### src/rtl/bist_march_ctrl.sv
// March C- sequencer and read comparator driving the SRAM under BIST.
// Define BIST_FAIL_CAPTURE_EN to latch the address/element of the first failing read.
module bist_march_ctrl #(
    parameter int unsigned ADDR_W = 4,
    parameter int unsigned DATA_W = 8
) (
    input  logic              clk,
    input  logic              rst_n,
    input  logic              start,
    output logic [ADDR_W-1:0] mem_addr,
    output logic [DATA_W-1:0] mem_wdata,
    output logic              mem_we,
    output logic              mem_re,
    input  logic [DATA_W-1:0] mem_rdata,
    output logic              busy,
    output logic              done,
    output logic              pass,
    output logic [7:0]        fail_cnt,
    output logic [ADDR_W-1:0] fail_addr,
    output logic [2:0]        fail_elem
);

    typedef enum logic [1:0] {StIdle, StRun, StDrain, StDone} state_e;

    localparam logic [ADDR_W-1:0] AddrMax = {ADDR_W{1'b1}};

    state_e            state_q, state_d;
    logic [2:0]        elem_q, elem_d, elem_nxt;
    logic [ADDR_W-1:0] addr_q, addr_d;
    logic              phase_q, phase_d;
    logic              cmp_vld_q;
    logic [DATA_W-1:0] exp_q, rd_exp;
    logic [7:0]        fail_cnt_q, fail_cnt_d;
    logic              is_rw, is_down, rd_op, wr_op, last_addr, restart, mismatch;

    always_comb begin
        is_rw     = (elem_q >= 3'd1) && (elem_q <= 3'd4);
        is_down   = (elem_q == 3'd3) || (elem_q == 3'd4);
        rd_op     = (state_q == StRun) && ((elem_q == 3'd5) || (is_rw && !phase_q));
        wr_op     = (state_q == StRun) && ((elem_q == 3'd0) || (is_rw && phase_q));
        last_addr = is_down ? (addr_q == '0) : (addr_q == AddrMax);
        restart   = start && ((state_q == StIdle) || (state_q == StDone));
        rd_exp    = ((elem_q == 3'd2) || (elem_q == 3'd4)) ? '1 : '0;
        mismatch  = cmp_vld_q && (mem_rdata != exp_q);
    end

    always_comb begin
        state_d  = state_q;
        elem_d   = elem_q;
        addr_d   = addr_q;
        phase_d  = phase_q;
        elem_nxt = elem_q + 3'd1;
        case (state_q)
            StIdle, StDone: begin
                if (start) begin
                    state_d = StRun;
                    elem_d  = 3'd0;
                    addr_d  = '0;
                    phase_d = 1'b0;
                end
            end
            StRun: begin
                if (rd_op && is_rw) begin
                    // read half of a read-then-write pair; write the same address next
                    phase_d = 1'b1;
                end else begin
                    phase_d = 1'b0;
                    if (!last_addr) begin
                        addr_d = is_down ? (addr_q - 1'b1) : (addr_q + 1'b1);
                    end else if (elem_q == 3'd5) begin
                        state_d = StDrain;
                    end else begin
                        elem_d = elem_nxt;
                        addr_d = ((elem_nxt == 3'd3) || (elem_nxt == 3'd4)) ? AddrMax : '0;
                    end
                end
            end
            StDrain: state_d = StDone;
            default: state_d = StIdle;
        endcase
    end

    always_comb begin
        fail_cnt_d = fail_cnt_q;
        if (restart) begin
            fail_cnt_d = 8'h00;
        end else if (mismatch && (fail_cnt_q != 8'hFF)) begin
            fail_cnt_d = fail_cnt_q + 8'h01;
        end
    end

    always_ff @(posedge clk or negedge rst_n) begin
        if (!rst_n) begin
            state_q    <= StIdle;
            elem_q     <= 3'd0;
            addr_q     <= '0;
            phase_q    <= 1'b0;
            cmp_vld_q  <= 1'b0;
            exp_q      <= '0;
            fail_cnt_q <= 8'h00;
        end else begin
            state_q    <= state_d;
            elem_q     <= elem_d;
            addr_q     <= addr_d;
            phase_q    <= phase_d;
            cmp_vld_q  <= rd_op;
            exp_q      <= rd_exp;
            fail_cnt_q <= fail_cnt_d;
        end
    end

`ifdef BIST_FAIL_CAPTURE_EN
    logic [ADDR_W-1:0] cmp_addr_q, fail_addr_q;
    logic [2:0]        cmp_elem_q, fail_elem_q;

    always_ff @(posedge clk or negedge rst_n) begin
        if (!rst_n) begin
            cmp_addr_q  <= '0;
            cmp_elem_q  <= 3'd0;
            fail_addr_q <= '0;
            fail_elem_q <= 3'd0;
        end else begin
            cmp_addr_q <= addr_q;
            cmp_elem_q <= elem_q;
            if (restart) begin
                fail_addr_q <= '0;
                fail_elem_q <= 3'd0;
            end else if (mismatch && (fail_cnt_q == 8'h00)) begin
                fail_addr_q <= cmp_addr_q;
                fail_elem_q <= cmp_elem_q;
            end
        end
    end

    assign fail_addr = fail_addr_q;
    assign fail_elem = fail_elem_q;
`else
    assign fail_addr = '0;
    assign fail_elem = 3'd0;
`endif

    always_comb begin
        mem_we    = wr_op;
        mem_re    = rd_op;
        mem_addr  = (state_q == StRun) ? addr_q : '0;
        mem_wdata = (wr_op && ((elem_q == 3'd1) || (elem_q == 3'd3))) ? '1 : '0;
        busy      = (state_q == StRun) || (state_q == StDrain);
        done      = (state_q == StDone);
        pass      = done && (fail_cnt_q == 8'h00);
        fail_cnt  = fail_cnt_q;
    end

endmodule

### config.mk
export PLATFORM = sky130hd
export DESIGN_NAME = bist_march_ctrl
export DESIGN_NICKNAME = d
export VERILOG_FILES = /design/src/rtl/bist_march_ctrl.sv
export SDC_FILE = /design/constraint.sdc
export NUM_CORES = 1
export LEC_CHECK = 0
export BUFFER_PORTS_ARGS = -buffer_cell sky130_fd_sc_hd__buf_2
export CORE_MARGIN = 8
export CORE_UTILIZATION = 40
export DETAILED_ROUTE_END_ITERATION = 10
export PLACE_DENSITY = 0.68
export SETUP_SLACK_MARGIN = 0.4
export SLEW_MARGIN = 20
export SYNTH_ARGS = -nofsm -noshare
export SYNTH_HDL_FRONTEND = slang
export SYNTH_SLANG_ARGS = --single-unit
### constraint.sdc
create_clock -name clk -period 3.1 [get_ports clk]
set_clock_uncertainty 0.05 [all_clocks]
set_input_delay 0.155 -clock clk [delete_from_list [all_inputs] [get_ports clk]]
set_output_delay 0.155 -clock clk [all_outputs]
set_load 0.005 [all_outputs]
==> flow_metrics.py <==
metrics = {
    "route": {
        "drc_errors": 0,
        "vias_per_cell": 5.25,
        "wl_per_cell_um": 14.1,
        "first_iter_violations": 37,
        "first_pass_iters": 4,
        "vias": 1386,
        "totalWireLength_mm": 3.72,
        "ant_nets": 0,
    },
    "global_routing": {
        "grt_max_degree": 21,
        "antenna_found_initial": 0,
        "grt_pass1_vias": 1314,
        "grt_use_total_pct": 12.0,
        "grt_pass1_wl_mm": 6.18,
        "grt_overflow": 0,
    },
    "place": {
        "portBuffers": 35,
        "place_area_sq_mm": 0.00178,
        "dp_hpwl_mm": 2.89,
        "place_congestion": 0.861,
    },
    "setup_path": {
        "path_buf_inv": 2,
        "cpPeakStageDelay_ns": 0.43,
        "cp_max_fo": 8,
        "r2r-end": "addr_q[3]",
        "r2r-start": "elem_q[1]",
        "cp-start-kind": "flop",
        "reg2regPathDepth": 10,
        "critPathTopFamily": "adder cells",
        "critPathArrivalTime_ns": 2.47,
        "required_ns": 3.20,
        "crit_chain": "inv_1 -> ha_1 -> mux2i_4 -> inv_1 -> ha_1 -> a21oi_1 -> and2_1 -> o32ai_1 -> a22oi_1 -> o21ai_2",
        "path_class": "flop to flop",
        "cp-end-kind": "flop",
        "slowest_stage": "dfrtp_2",
        "rrSetupSlack_ns": 0.74,
    },
    "cts": {
        "cts_root_buf": "clkbuf_8",
        "htree_levels": 1,
        "clkTransAtPathRegs_ns": 0.08,
        "cts_setup_buffers": 0,
        "clock_sinks": 20,
        "insertion_delay_ns": 0.27,
        "cts_tree": "yes",
        "clock_path_buffers": 2,
        "tritoncts.num_buffers": 3,
    },
    "floorplanning": {
        "ioPinCount": 43,
        "die_h_um": 79.9,
        "core.rowCount": 23,
        "die_w_um": 79.9,
        "die_area_sq_mm": 0.00638,
        "core_sq_mm": 0.00397,
        "initial_core_util_pct": 41.1,
    },
    "cells_and_area": {
        "multi_input_area_sq_um": 983,
        "fill_cells": 395,
        "finalInstanceArea_sq_mm": 0.00186,
        "num-nets-final": 240,
        "n_antenna_cell": 0,
        "regArea_sq_um": 502,
        "drive_gt1_share_pct": 23.8,
        "area_growth_pct": 14.3,
    },
    "sta": {
        "fin_crit_ns": 2.36,
        "fin_crit_sh_pct": 76.3,
        "grt_setup_unrepaired": "no",
        "clock.fmax_ghz": 0.423,
        "tightest_slew_ns": 0.591,
        "slew-limit-headroom_pct": 60.2,
        "setup_viol_count_final": 0,
        "drv_slew": 0,
        "finalSetupTns_ns": 0,
        "final_hold_viol_count": 0,
    },
    "power": {
        "powerDensity_mw_per_mm2": 836,
        "p_leak_nw": 0.923,
        "irDropWorstVdd_v": 0.000385,
    },
    "synth": {
        "syn_avg_cell_area_sq_um": 8.87,
        "netlist_area_sq_mm": 0.00163,
        "ys_seq_area_share_pct": 30.7,
        "async_flop_share_pct": 100,
        "ys_seq_elements": 20,
        "synth_ff_type": "dfrtp_1",
        "synth.distinct_cells": 46,
        "synth_cells": 184,
        "yosysWarnings": 0,
        "synth-edff-count": 0,
    },
    "min_path": {
        "hold_path_class": "input pin to flop",
        "holdPathEnd": "fail_cnt[5]",
        "min_from": "start",
        "whs_path_depth": 4,
    },
    "job": {
        "drv_cap": 0,
    },
    "run_status": {
        "run_status": "finished clean",
    },
}
[worst register-to-register path, stage by stage, from the launching register on]
cell	delay, ns
dfrtp_2	0.43
inv_1	0.10
ha_1	0.27
mux2i_4	0.26
inv_1	0.11
ha_1	0.33
a21oi_1	0.18
and2_1	0.17
o32ai_1	0.09
a22oi_1	0.19
o21ai_2	0.07
[where the power goes]
part / total, mW / internal (mW) / switching (mW)
logic: 0.875 / 0.370 / 0.505
clock network: 0.269 / 0.173 / 0.0965
registers: 0.413 / 0.331 / 0.0829
total: 1.56 / 0.873 / 0.684
[cell families (layout without fill, tap and decap cells)]
logic type	after synthesis	count (layout)	synth area share [%]
AO/OA/AOI/OAI	37	37	16.6
XOR/XNOR	5	5	2.68
adder cells (fa/ha/maj)	14	14	11.2
buffers and inverters	31	55	10.4
flip-flops	20	20	30.7
multiplexers	8	8	6.13
other	1	7	0.230
AND/OR/NAND/NOR	68	68	22.0
[registers in the layout, summed over array words and instances (netlist names)]
| signal | cells |
|---|---|
| addr_q | 4 |
| cmp_vld_q | 1 |
| elem_q | 3 |
| exp_q | 1 |
| fail_cnt | 8 |
| phase_q | 1 |
| state_q | 2 |
[metrics by stage]
step                      cells  power, mW  hold WS [ns]  worst slack (ns)  util, %
after CTS                   264       1.58         0.216             0.671     46.9
after global routing        264       1.70         0.251             0.458     46.9
after detailed placement    259       1.30        0.0847             0.685     44.9
final                       264       1.56         0.215             0.736     46.9
after floorplan             190       1.07        -0.191             0.921        -
after global placement      259       1.28        0.0896             0.794     44.9
[per-layer routing]
metal | vias up | global-route usage, % | wire, um
met5 | - | 0 | 0
li1 | 690 | - | -
met3 | 2 | 3.49 | 289
met2 | 45 | 20.0 | 1840
met4 | 0 | 3.82 | 22
met1 | 649 | 14.3 | 1580
[worst max path at each step]
| stage | depth (start not counted) | start | endpoint | slack (ns) |
|---|---|---|---|---|
| 5_1_grt | 8 | elem_q[1] | mem_wdata[3] | 0.46 |
| 4_1_cts | 10 | elem_q[1] | addr_q[3] | 0.67 |
| 6_report | 10 | elem_q[1] | addr_q[3] | 0.74 |
| 2_1_floorplan | 10 | elem_q[1] | addr_q[3] | 0.92 |
| 3_3_place_gp | 10 | elem_q[1] | addr_q[3] | 0.79 |
| 3_5_place_dp | 10 | elem_q[1] | addr_q[3] | 0.69 |
[cells in the mapped netlist (2+ instances only)]
cell      count  area share, %
xnor2_1       5            2.7
clkbuf_1      2           0.46
nor4_1        6            2.3
dfrtp_1      20             31
a21oi_1       9            2.8
o221ai_1      3            1.6
nor3_1        2           0.61
and3_1        3            1.2
inv_1        13            3.0
nor2_1       13            3.0
nor2b_1       6            2.3
ha_1         13             10
nand4_1       7            2.7
mux2i_1       4            2.5
buf_4        14            6.4
o21ai_0      10            3.1
nand2_1      15            3.5
nand2b_1      2           0.77
a21boi_0      2           0.92
mux2_2        2            1.4
nand3_1       5            1.5
and2_1        4            1.5
[cell type report]
| class | instances | area share, % |
|---|---|---|
| inverters | 14 | 2.82 |
| clock inverters | 1 | 1.61 |
| clock buffers | 3 | 2.21 |
| flip-flops and latches | 20 | 26.9 |
| well taps | 50 | 3.36 |
| repair buffers | 37 | 10.3 |
| multi-input cells | 139 | 52.8 |
[cells in the final DEF (no fill, tap or decap), types with 2 or more instances in the layout]
cell type / count
a21boi_0: 2
a21oi_1: 9
and2_1: 4
and3_1: 3
buf_2: 35
clkbuf_8: 3
conb_1: 7
dfrtp_1: 19
ha_1: 13
inv_1: 13
mux2_2: 2
mux2i_1: 4
nand2_1: 15
nand2b_1: 2
nand3_1: 5
nand4_1: 7
nor2_1: 13
nor2b_1: 6
nor3_1: 2
nor4_1: 6
o21ai_0: 10
o221ai_1: 3
xnor2_1: 5
[timing repair]
action / in CTS / in global routing
resized for setup: 0 / 1
endpoints found under the setup margin: 0 / 1
hold endpoints to repair: 20 / 0
hold buffers: 1 / 0
Note: power is estimated with default switching activity, not from simulation.
